===== src/rtl/div_if.sv =====
// Operand/result bundle between the execute-stage ALU and the iterative divider.
interface div_if #(
    parameter int WIDTH = 32
);
    logic             ctrl_DIV;
    logic [WIDTH-1:0] data_operandA;
    logic [WIDTH-1:0] data_operandB;
    logic [WIDTH-1:0] data_result;
    logic [WIDTH-1:0] data_remainder;
    logic             data_exception;
    logic             data_resultRDY;
    logic             busy;

    modport master (
        output ctrl_DIV, data_operandA, data_operandB,
        input  data_result, data_remainder, data_exception, data_resultRDY, busy
    );

    modport slave (
        input  ctrl_DIV, data_operandA, data_operandB,
        output data_result, data_remainder, data_exception, data_resultRDY, busy
    );
endinterface


===== src/rtl/div_iter.sv =====
// Signed restoring shift-subtract divider: one quotient bit per clock on magnitudes,
// sign fix-up in a final cycle, fixed latency independent of operand values.
module div_iter #(
    parameter int WIDTH = 32
) (
    input  logic  clock,
    input  logic  reset,
    div_if.slave  bus
);
    localparam int CW = $clog2(WIDTH);
    localparam logic [1:0] S_IDLE = 2'd0;
    localparam logic [1:0] S_RUN  = 2'd1;
    localparam logic [1:0] S_DONE = 2'd2;

    logic [1:0]       r_state;
    logic [CW-1:0]    r_count;
    logic [WIDTH-1:0] r_quo;
    logic [WIDTH-1:0] r_div;
    logic [WIDTH:0]   r_prem;
    logic             r_qneg;
    logic             r_rneg;
    logic             r_zero;
    logic             r_exc_pend;
    logic [WIDTH-1:0] r_result;
    logic [WIDTH-1:0] r_remainder;
    logic             r_exc;
    logic             r_rdy;

    logic [WIDTH:0]   w_a_ext;
    logic [WIDTH:0]   w_b_ext;
    logic [WIDTH:0]   w_a_mag;
    logic [WIDTH:0]   w_b_mag;
    logic             w_b_zero;
    logic             w_ovf;
    logic [WIDTH:0]   w_shift;
    logic [WIDTH+1:0] w_trial;
    logic             w_fit;
    logic [WIDTH-1:0] w_q_fix;
    logic [WIDTH-1:0] w_r_fix;

    // Magnitudes are formed at WIDTH+1 bits so |most-negative| = 2^(WIDTH-1) survives intact.
    assign w_a_ext  = {bus.data_operandA[WIDTH-1], bus.data_operandA};
    assign w_b_ext  = {bus.data_operandB[WIDTH-1], bus.data_operandB};
    assign w_a_mag  = bus.data_operandA[WIDTH-1] ? (~w_a_ext + 1'b1) : w_a_ext;
    assign w_b_mag  = bus.data_operandB[WIDTH-1] ? (~w_b_ext + 1'b1) : w_b_ext;
    assign w_b_zero = (bus.data_operandB == '0);
    assign w_ovf    = (bus.data_operandA == {1'b1, {(WIDTH-1){1'b0}}}) && (bus.data_operandB == '1);

    // The single shared subtractor: trial subtract of the divisor from the shifted remainder.
    assign w_shift  = {r_prem[WIDTH-1:0], r_quo[WIDTH-1]};
    assign w_trial  = {1'b0, w_shift} - {2'b00, r_div};
    assign w_fit    = ~w_trial[WIDTH+1];

    assign w_q_fix  = r_qneg ? (~r_quo + 1'b1) : r_quo;
    assign w_r_fix  = r_rneg ? (~r_prem[WIDTH-1:0] + 1'b1) : r_prem[WIDTH-1:0];

    always_ff @(posedge clock) begin
        if (reset) begin
            r_state     <= S_IDLE;
            r_count     <= '0;
            r_quo       <= '0;
            r_div       <= '0;
            r_prem      <= '0;
            r_qneg      <= 1'b0;
            r_rneg      <= 1'b0;
            r_zero      <= 1'b0;
            r_exc_pend  <= 1'b0;
            r_result    <= '0;
            r_remainder <= '0;
            r_exc       <= 1'b0;
            r_rdy       <= 1'b0;
        end else begin
            r_rdy <= 1'b0;
            if (bus.ctrl_DIV) begin
                // A start in any state (including mid-run) discards the current operation.
                r_state    <= S_RUN;
                r_count    <= '0;
                r_quo      <= w_a_mag[WIDTH-1:0];
                r_div      <= w_b_mag[WIDTH-1:0];
                r_prem     <= '0;
                r_qneg     <= bus.data_operandA[WIDTH-1] ^ bus.data_operandB[WIDTH-1];
                r_rneg     <= bus.data_operandA[WIDTH-1];
                r_zero     <= w_b_zero;
                r_exc_pend <= w_b_zero | w_ovf;
            end else begin
                case (r_state)
                    S_RUN: begin
                        r_prem  <= w_fit ? w_trial[WIDTH:0] : w_shift;
                        r_quo   <= {r_quo[WIDTH-2:0], w_fit};
                        r_count <= r_count + 1'b1;
                        if (r_count == CW'(WIDTH-1)) begin
                            r_state <= S_DONE;
                        end
                    end
                    S_DONE: begin
                        // With a zero divisor the remainder register ends holding |A|,
                        // and the overflow case naturally yields 2^(WIDTH-1) with rem 0.
                        r_result    <= r_zero ? '0 : w_q_fix;
                        r_remainder <= w_r_fix;
                        r_exc       <= r_exc_pend;
                        r_rdy       <= 1'b1;
                        r_state     <= S_IDLE;
                    end
                    default: r_state <= S_IDLE;
                endcase
            end
        end
    end

    assign bus.data_result    = r_result;
    assign bus.data_remainder = r_remainder;
    assign bus.data_exception = r_exc;
    assign bus.data_resultRDY = r_rdy;
    assign bus.busy           = (r_state != S_IDLE) | r_rdy;
endmodule


===== src/flat_wrapper.sv =====
// flat-port wrapper written by rule: the top's interface ports become plain ports
module div_iter_flat 
#(
    parameter int WIDTH = 32
)
  (clock, reset, bus_ctrl_DIV, bus_data_operandA, bus_data_operandB, bus_data_result, bus_data_remainder, bus_data_exception, bus_data_resultRDY, bus_busy);
  div_if #(.WIDTH(WIDTH)) bus_i ();
  input  logic clock;
  input  logic reset;
  input wire logic [$bits(bus_i.ctrl_DIV)-1:0] bus_ctrl_DIV;
  input wire logic [$bits(bus_i.data_operandA)-1:0] bus_data_operandA;
  input wire logic [$bits(bus_i.data_operandB)-1:0] bus_data_operandB;
  output wire logic [$bits(bus_i.data_result)-1:0] bus_data_result;
  output wire logic [$bits(bus_i.data_remainder)-1:0] bus_data_remainder;
  output wire logic [$bits(bus_i.data_exception)-1:0] bus_data_exception;
  output wire logic [$bits(bus_i.data_resultRDY)-1:0] bus_data_resultRDY;
  output wire logic [$bits(bus_i.busy)-1:0] bus_busy;
  assign bus_i.ctrl_DIV = bus_ctrl_DIV;
  assign bus_i.data_operandA = bus_data_operandA;
  assign bus_i.data_operandB = bus_data_operandB;
  assign bus_data_result = bus_i.data_result;
  assign bus_data_remainder = bus_i.data_remainder;
  assign bus_data_exception = bus_i.data_exception;
  assign bus_data_resultRDY = bus_i.data_resultRDY;
  assign bus_busy = bus_i.busy;
  div_iter #(.WIDTH(WIDTH)) u_core (.clock(clock), .reset(reset), .bus(bus_i));
endmodule

===== config.mk =====
export PLATFORM = sky130hd
export DESIGN_NAME = div_iter_flat
export DESIGN_NICKNAME = d
export VERILOG_FILES = /design/src/rtl/div_if.sv /design/src/rtl/div_iter.sv /design/src/flat_wrapper.sv
export SDC_FILE = /design/constraint.sdc
export NUM_CORES = 1
export LEC_CHECK = 0
export ABC_AREA = 1
export ABC_CLOCK_PERIOD_IN_PS = 3200
export CAP_MARGIN = 10
export CORE_MARGIN = 2
export CORE_UTILIZATION = 64
export CTS_BUF_LIST = sky130_fd_sc_hd__clkbuf_8
export DETAILED_ROUTE_END_ITERATION = 12
export PLACE_DENSITY = 0.89
export SYNTH_ARGS = -nofsm -noshare
export SYNTH_HDL_FRONTEND = slang
export SYNTH_SLANG_ARGS = --single-unit

===== constraint.sdc =====
create_clock -name clock -period 3.2 [get_ports clock]
set_input_delay 0.48 -clock clock [delete_from_list [all_inputs] [get_ports clock]]
set_output_delay 0.48 -clock clock [all_outputs]
set_load 0.01 [all_outputs]

==> impl_metrics.ini, run 1 <==
[yosys]
ys.flop_type = dfxtp_1
syn_inst = 2125
synth_cell_types = 53
ys_seq_area_share_pct = 27.2
ys_seq_elements = 173
avgSynthCellArea_um2 = 5.98
syn_area_um2 = 12700
ys_warn_count = 0
syn_nets = 2232
synth.top_cells.by_area = dfxtp_1 27%, nand2_1 17%, inv_1 8.9%
synth-edff-count = 0
yosys.area.top_type = dfxtp_1
synth-async-reset-ratio_pct = 0
synth_top_cell_area_share_pct = 27.2

[routing]
drt-total-wl_um = 40600
dr.pass1.iters = 6
avgRoutedWirePerCell_um = 16.3
via_count = 14332
drt-initial-drc-count = 1501
ant_nets = 0
drc = 0
vias_per_cell = 5.74

[sta]
slew_violations = 0
tightest_slew_ns = 0.721
min_period_ns = 2.64
slew_headroom_pct = 51.9
setup_violations = 0
period_share_pct = 82.6
rsz0062_at_grt = no
fin_skew_ns = 0.0158
fmax_mhz = 378
hold_viol_final = 0
setup_tns_ns = 0

[clock_tree]
clock_latency_ns = 0.49
clock-sinks = 173
h-tree-depth = 4
post_cts_buffers = 0
cts_tree = built
root_buffer = clkbuf_8
cts_buffer_depth = 2
hold_buffers = 0
clkSlewWorstSetupHoldPaths_ns = 0.09
numCtsBuffers = 17
cts-resized-gates = 0

[setup_path]
slowest_stage = dfxtp_1
critPathBufInv = 2
critPathMaxFanout = 4
path_class = register to register
worstPathRequired_ns = 3.61
crit_family = simple AND/OR/NAND/NOR gates
slowest_delay_ns = 0.44
end_kind = register
startpoint_type = register
crit_chain = inv_1, ha_1, fa_1, inv_1, nand3_1, nand2_1, nand2_1, nand2_1, nand2_1, nand2_1, nand2_1, nand2_1, nand2_1, nand3_1, nand2_1, a21oi_1
crit_top_cell = nand2_1
arrival_ns = 3.05

[floorplan]
start_util_pct = 65.3
core_region_area_um2 = 19500
die_w_um = 145
io_pins = 134
rows = 51
die_area_um2 = 21000
die_y_um = 145

[cells_and_area]
drive_gt1_share_pct = 5.47
synthToLayoutAreaGrowth_pct = 14.3
fin_nets = 2326
diodes = 0
fin_cells = 2496
fillerInstances = 1636

[global_route]
antenna_found_initial = 0
grt-ovfl-total = 0
grt_pass1_wl_um = 65000
grt_pass1_vias = 12713
grt_use_total_pct = 37.9
grt_max_degree = 60

[power]
ir_drop_mv = 0.265
p_int_mw = 3.19
swShare_pct = 35.2
power.leakage_nw = 6.75
pwr-share-comb_pct = 24.7
clockPowerShare_pct = 29.1
power_density_nw_per_um2 = 339
pwr-share-seq_pct = 46.1
switching_power_mw = 1.73

[run_status]
status = finished clean

[worst_hold_path]
hold_class = primary input to register

[placement]
dp.cells = 2465
dp_hpwl_um = 32000
io_buffers = 133
finalWeightedCongestion = 1.01

[flow_run]
maxCapViolCount = 0
-- power groups by stage --
stage / Sequential (mW) / Combinational (mW) / Clock, mW
after floorplan: 2.30 / 0.822 / 0
after global placement: 2.32 / 1.16 / 0
after detailed placement: 2.32 / 1.18 / 0
after CTS: 2.27 / 1.18 / 1.43
after global routing: 2.28 / 1.34 / 1.52
final: 2.27 / 1.22 / 1.44
-- synthesized netlist by cell type (all sizes together) (4+ instances only) --
cell type	number
a21oi	143
a31oi	7
and2	4
buf	32
clkbuf	45
clkinv	4
dfxtp	173
ha	39
inv	314
nand2	601
nand3	217
nand3b	11
nand4	25
nor2	228
nor3	39
nor4	11
o211ai	13
o21ai	110
o21bai	5
o22ai	34
o32ai	8
or2	8
xnor2	13
xor2	24
-- routing by layer --
| metal | vias up | wire [µm] | GRT usage [%] |
|---|---|---|---|
| li1 | 7044 | - | - |
| met5 | - | 0 | 0 |
| met2 | 823 | 17600 | 57.9 |
| met1 | 6381 | 17100 | 53.5 |
| met4 | 0 | 1250 | 13.9 |
| met3 | 84 | 4640 | 6.67 |
-- placed cells by master, fill, tap and decap left out, types with 7 or more instances in the layout --
cell type,count
nand2_1,589
inv_1,300
nor2_1,214
nand3_1,207
dfxtp_1,173
a21oi_1,139
clkdlybuf4s50_1,132
o21ai_0,97
ha_1,39
o22ai_1,34
nor3_1,31
xor2_1,24
nand4_1,23
clkbuf_8,19
buf_4,18
inv_2,14
xnor2_1,13
o211ai_1,13
o21ai_1,12
nand3b_1,11
nand2_2,10
nor2_2,10
nand3_2,10
nor4_1,10
o32ai_1,8
a31oi_1,7
-- area by class of cell --
| cell class | count | area, µm² | share of cell area (%) |
|---|---|---|---|
| Multi-Input combinational cell | 1557 | 7710 | 53.1 |
| Sequential cell | 173 | 3460 | 23.8 |
| Timing Repair Buffer | 152 | 1480 | 10.2 |
| Inverter | 318 | 1190 | 8.21 |
| Tap cell | 265 | 332 | 2.28 |
| Clock buffer | 19 | 262 | 1.80 |
| Clock inverter | 12 | 90.1 | 0.620 |
-- sequential cells by signal, summed over array words and instances, names as in the netlist, 2 cells and up --
signal                     cells
u_core.bus.data_result        32
u_core.r_count                 5
u_core.r_state                 2
u_core.bus.data_remainder     32
u_core.r_prem                 32
u_core.r_quo                  32
u_core.r_div                  32
-- final timing paths --
check,depth (start not counted),startpoint,to,slack [ns]
hold reg to reg,2,u_core.r_div[27],u_core.r_div[27],0.47
setup / recovery,16,u_core.r_quo[31],u_core.r_prem[30],0.56
hold / removal,2,reset,u_core.r_zero,0.41
setup reg to reg,16,u_core.r_quo[31],u_core.r_prem[30],0.56
-- through the flow --
stage	area (µm²)	power (mW)	setup WS [ns]	utilization (%)	hold slack [ns]
floorplan	12700	3.12	1.24	-	0.426
global placement	14200	3.48	0.596	72.9	0.447
detailed placement	14200	3.50	0.534	72.9	0.456
CTS	14500	4.88	0.638	74.7	0.400
global route	14500	5.14	0.396	74.7	0.442
finish	14500	4.93	0.557	74.7	0.406
-- logic make-up after synthesis --
group / count (synthesis) / synth area share, %
flops: 173 / 27.2
simple gates: 1147 / 39.5
fa+ha+maj: 40 / 4.00
compound gates: 333 / 14.6
xor+xnor: 37 / 2.55
buf+inv: 395 / 12.1
No activity file was read; power rests on OpenSTA's default activity.
==> inputs of run 2 (changes only) <==
--- a/config.mk
+++ b/config.mk
@@ -6,13 +6,13 @@
 export NUM_CORES = 1
 export LEC_CHECK = 0
 export ABC_AREA = 1
-export ABC_CLOCK_PERIOD_IN_PS = 3200
+export ABC_CLOCK_PERIOD_IN_PS = 2400
 export CAP_MARGIN = 10
 export CORE_MARGIN = 2
-export CORE_UTILIZATION = 64
+export CORE_UTILIZATION = 54
 export CTS_BUF_LIST = sky130_fd_sc_hd__clkbuf_8
 export DETAILED_ROUTE_END_ITERATION = 12
-export PLACE_DENSITY = 0.89
+export PLACE_DENSITY = 0.8
 export SYNTH_ARGS = -nofsm -noshare
 export SYNTH_HDL_FRONTEND = slang
 export SYNTH_SLANG_ARGS = --single-unit
==> constraint.sdc (replaced) <==
create_clock -name clock -period 2.4 [get_ports clock]
set_input_delay 0.36 -clock clock [delete_from_list [all_inputs] [get_ports clock]]
set_output_delay 0.36 -clock clock [all_outputs]
set_load 0.01 [all_outputs]
==> impl_metrics.ini, run 2 (synthesized netlist as in run 1, its figures left out) <==
[run_status]
status = finished clean

[power]
switching_power_mw = 2.45
p_int_mw = 4.45
pwr-share-comb_pct = 24.9
power_density_nw_per_um2 = 455
swShare_pct = 35.6
clockPowerShare_pct = 31.3
pwr-share-seq_pct = 43.8
ir_drop_mv = 0.319
power.leakage_nw = 7.10
p_total_mw = 6.90

[clock_tree]
cts_tree = built
numCtsBuffers = 17
clkSlewWorstSetupHoldPaths_ns = 0.11
h-tree-depth = 4
root_buffer = clkbuf_8
clock-sinks = 173
cts_buffer_depth = 2
clock_latency_ns = 0.48

[sta]
setup_violations = 0
slew_violations = 0
hold_viol_final = 0
slew_headroom_pct = 49.3
rsz0062_at_grt = no
fin_skew_ns = 0.0245
period_share_pct = 95.7
tightest_slew_ns = 0.760
min_period_ns = 2.30
fmax_mhz = 435

[routing]
drc = 0
drt-initial-drc-count = 1394
avgRoutedWirePerCell_um = 16.3
via_count = 14406
drt-total-wl_um = 42600
vias_per_cell = 5.52
dr.pass1.iters = 6
ant_nets = 0

[setup_path]
startpoint_type = register
arrival_ns = 2.68
end_kind = register
r2r_setup_slack_ns = 0.10
critPathMaxFanout = 11
rr_endpoint = u_core.r_prem[20]
path_class = register to register
ff2ff_path_depth = 16
worstPathRequired_ns = 2.78
worstReg2RegStart = u_core.r_div[8]

[global_route]
grt-ovfl-total = 0
grt_max_degree = 60
grt_pass1_wl_um = 67000
grt_pass1_vias = 12818
grt_use_total_pct = 34.4
antenna_found_initial = 0

[floorplan]
rows = 56
start_util_pct = 54.6
die_area_um2 = 24800
die_y_um = 157
die_w_um = 157
io_pins = 134
core_region_area_um2 = 23300

[placement]
io_buffers = 133
finalWeightedCongestion = 1.03
dp_hpwl_um = 33900

[cells_and_area]
final_util_pct = 65.2
synthToLayoutAreaGrowth_pct = 19.4
fillerInstances = 2252
drive_gt1_share_pct = 8.73
final_cell_mix = 588 x nand2_1, 300 x inv_1, 211 x nor2_1
diodes = 0
layout_commonest_cell = nand2_1
fin_nets = 2385

[flow_run]
maxCapViolCount = 0

[worst_hold_path]
min_delay_worst_endpoint = u_core.r_zero
hold_path.startpoint = reset
hold_class = primary input to register
hold-path-cell-count = 2
run 2: cell types whose count changed in the layout (fill, tap and decap cells not counted), moves of 3 or more:
| cell | before | now |
|---|---|---|
| dfxtp_1 | 173 | 170 |
| inv_6 | 3 | 8 |
| nor2_1 | 214 | 211 |
| dfxtp_2 | 0 | 3 |
| ha_2 | 0 | 6 |
| ha_1 | 39 | 33 |
| clkinvlp_4 | 5 | 0 |
| buf_4 | 18 | 73 |
| buf_12 | 1 | 4 |
| nor2_2 | 10 | 13 |
run 2: worst max-delay path by stage:
| stage | start | end | slack (ns) | depth (start not counted) |
|---|---|---|---|---|
| floorplan | u_core.r_quo[31] | u_core.r_prem[28] | 0.44 | 15 |
| global placement | bus_data_operandB[1] | u_core.r_div[24] | 0.004 | 14 |
| detailed placement | bus_data_operandB[2] | u_core.r_div[27] | -0.07 | 12 |
| CTS | u_core.r_prem[22] | u_core.r_prem[12] | 0.05 | 12 |
| global route | u_core.r_div[16] | u_core.r_prem[30] | 0.004 | 17 |
| finish | u_core.r_div[8] | u_core.r_prem[20] | 0.10 | 16 |
run 2: power by group through the flow:
stage,clock network (mW),registers [mW],logic [mW]
2_1_floorplan,0,3.06,1.10
3_3_place_gp,0,3.09,1.65
3_5_place_dp,0,3.09,1.66
4_1_cts,2.17,3.02,1.67
5_1_grt,2.27,3.03,1.89
6_report,2.16,3.03,1.72
run 2: stage by stage:
stage	worst slack [ns]	hold slack, ns	setup TNS, ns	std cells	area [µm²]
after floorplan	0.435	0.426	0	2125	12700
after global placement	0.00366	0.451	0	2577	14700
after detailed placement	-0.0710	0.455	-0.120	2577	14700
after CTS	0.0474	0.188	0	2609	15100
after global routing	0.00382	0.200	0	2610	15200
final	0.103	0.201	0	2610	15200
run 2: worst max-delay path: stages, from the launching register on:
cell and delay [ns]:
dfxtp_1 0.31, inv_1 0.17, ha_1 0.33, nand2_2 0.14, inv_1 0.05, nand2_1 0.06, nand2_1 0.08, inv_2 0.06
nand3_2 0.10, nand2_2 0.09, nand2_2 0.07, nand2_4 0.10, nand2_4 0.13, buf_12 0.17, nand2_1 0.07, nand3_1 0.06
a21oi_1 0.19
run 2: cell type report:
type                    instances  area (µm²)  area share, %
clock buffers                  18         248           1.63
clock inverters                14         149          0.981
inverters                     318        1190           7.87
multi-input cells            1557        7750           51.1
flip-flops and latches        173        3470           22.8
well taps                     319         399           2.63
repair buffers                211        1970           13.0
run 2: repair_timing:
action,4_1_cts,5_1_grt
buffers inserted,0,1
gates resized for setup,0,19
hold buffers,0,0
endpoints found under the setup margin,0,33
hold endpoints to repair,0,0
run 2: routing by layer:
metal	vias up	GRT usage, %	part of all wire [%]
met5	-	0	0
met4	0	13.0	3.7
met3	70	5.09	9.4
met2	665	50.3	41
met1	6509	50.6	46
li1	7162	-	-
==> inputs of run 3 (changes only) <==
--- a/config.mk
+++ b/config.mk
@@ -12,6 +12,7 @@
 export CORE_UTILIZATION = 54
 export CTS_BUF_LIST = sky130_fd_sc_hd__clkbuf_8
 export DETAILED_ROUTE_END_ITERATION = 12
+export MAX_ROUTING_LAYER = met4
 export PLACE_DENSITY = 0.8
 export SYNTH_ARGS = -nofsm -noshare
 export SYNTH_HDL_FRONTEND = slang
==> impl_metrics.ini, run 3 (synthesized netlist as in run 1, its figures left out) <==
[flow_run]
maxCapViolCount = 0

[sta]
setup_violations = 0
fmax_mhz = 432
hold_viol_final = 0
slew_headroom_pct = 49.5
min_period_ns = 2.32
tightest_slew_ns = 0.757
fin_ws_ns = 0.0846
slew_violations = 0
rsz0062_at_grt = yes
period_share_pct = 96.5
fin_skew_ns = 0.0254

[setup_path]
startpoint_type = register
worstPathRequired_ns = 2.74
r2r_setup_slack_ns = 0.08
ff2ff_path_depth = 14
rr_endpoint = u_core.r_prem[24]
worstReg2RegStart = u_core.r_prem[15]
arrival_ns = 2.66
critPathMaxFanout = 26
end_kind = register
path_class = register to register

[floorplan]
die_area_um2 = 24800
die_y_um = 157
start_util_pct = 54.6
io_pins = 134
rows = 56
die_w_um = 157
core_region_area_um2 = 23300

[cells_and_area]
drive_gt1_share_pct = 8.51
fin_nets = 2386
final_cell_mix = 589 x nand2_1, 298 x inv_1, 210 x nor2_1
synthToLayoutAreaGrowth_pct = 19.2
diodes = 0
final_area_um2 = 15200
fillerInstances = 2202
layout_commonest_cell = nand2_1

[routing]
drc = 0
drt-total-wl_um = 42800
dr.pass1.iters = 6
drt-initial-drc-count = 1482
via_count = 14339
avgRoutedWirePerCell_um = 16.4
vias_per_cell = 5.49
ant_nets = 0

[power]
power.leakage_nw = 7.10
power_density_nw_per_um2 = 448
p_int_mw = 4.35
clockPowerShare_pct = 30.0
ir_drop_mv = 0.296
switching_power_mw = 2.44
pwr-share-seq_pct = 44.6
pwr-share-comb_pct = 25.4
swShare_pct = 35.9

[clock_tree]
cts_buffer_depth = 2
h-tree-depth = 4
clkSlewWorstSetupHoldPaths_ns = 0.10
root_buffer = clkbuf_8
hold_buffers = 0
cts_tree = built
clock_latency_ns = 0.48
clock-sinks = 173
post_cts_buffers = 0
numCtsBuffers = 17

[placement]
pre_cts_slack_ns = -0.00254
finalWeightedCongestion = 1.06
placed_area_um2 = 14700
io_buffers = 133
dp_hpwl_um = 34200

[worst_hold_path]
hold_class = primary input to register
min_delay_worst_endpoint = u_core.r_exc_pend
hold_path.startpoint = reset
hold-path-cell-count = 2

[global_route]
antenna_found_initial = 0
grt_pass1_vias = 12717
grt_use_total_pct = 35.7
grt_pass1_wl_um = 67200
grt_max_degree = 60
grt-ovfl-total = 0

[run_status]
status = finished clean
==> run 3: cell types whose count changed in the layout (fill, tap and decap cells not counted), moves of 2 or more <==
cell / delta
a21oi_2: -2
inv_6: -4
ha_2: -4
clkinvlp_4: +3
inv_8: +4
inv_1: -2
ha_1: +4
a21oi_1: +2
==> run 3: cell type report <==
| class | count | area (µm²) | area share (%) |
|---|---|---|---|
| clock buffers | 18 | 248 | 1.64 |
| well taps | 319 | 399 | 2.63 |
| inverters | 318 | 1190 | 7.88 |
| multi-input cells | 1557 | 7740 | 51.1 |
| repair buffers | 212 | 1980 | 13.1 |
| flip-flops and latches | 173 | 3470 | 22.9 |
| clock inverters | 13 | 123 | 0.809 |
==> run 3: power by group through the flow <==
stage | logic [mW] | registers [mW] | clock network, mW
2_1_floorplan | 1.10 | 3.06 | 0
3_3_place_gp | 1.65 | 3.09 | 0
3_5_place_dp | 1.67 | 3.09 | 0
4_1_cts | 1.68 | 3.02 | 2.05
5_1_grt | 1.89 | 3.04 | 2.18
6_report | 1.72 | 3.03 | 2.03
==> run 3: critical path, cell delays in order, from the launching register on <==
cell and delay [ns]:
dfxtp_1 0.52, ha_1 0.35, nand2_1 0.16, inv_1 0.05, nand2_1 0.06, nand2_1 0.08, inv_1 0.06, nand2_1 0.08
inv_2 0.07, nand2_2 0.07, nand2_4 0.11, buf_8 0.20, nand3_1 0.17, nand3_1 0.12, a21oi_1 0.06
==> run 3: worst max-delay path by stage <==
stage	slack, ns	depth (start not counted)	start	to
CTS	0.02	13	u_core.r_div[24]	u_core.r_prem[0]
finish	0.08	14	u_core.r_prem[15]	u_core.r_prem[24]
global placement	0.0006	9	bus_data_operandA[2]	u_core.r_quo[31]
floorplan	0.44	15	u_core.r_quo[31]	u_core.r_prem[28]
global route	-0.009	14	u_core.r_div[20]	u_core.r_prem[22]
detailed placement	-0.003	12	bus_data_operandA[0]	u_core.r_quo[28]
==> run 3: metal layers <==
layer,track usage [%],part of all wire [%]
met4,13.3,3.9
met5,-,0
met3,4.63,8.9
met1,50.8,46
met2,51.2,41
==> run 3: what timing repair did <==
| action | in CTS | in global routing |
|---|---|---|
| resized for setup | 0 | 18 |
| endpoints found under the hold margin | 0 | 0 |
| setup endpoints to repair | 0 | 33 |
==> run 3: metrics by stage <==
stage | TNS (ns) | total power, mW | util [%] | cells | hold WS [ns]
6_report | 0 | 6.78 | 65.1 | 2610 | 0.175
5_1_grt | -0.0114 | 7.11 | 65.1 | 2610 | 0.173
4_1_cts | 0 | 6.74 | 64.9 | 2610 | 0.156
3_5_place_dp | -0.00254 | 4.76 | 63.3 | 2579 | 0.455
3_3_place_gp | 0 | 4.74 | 63.3 | 2579 | 0.451
2_1_floorplan | 0 | 4.16 | - | 2125 | 0.426
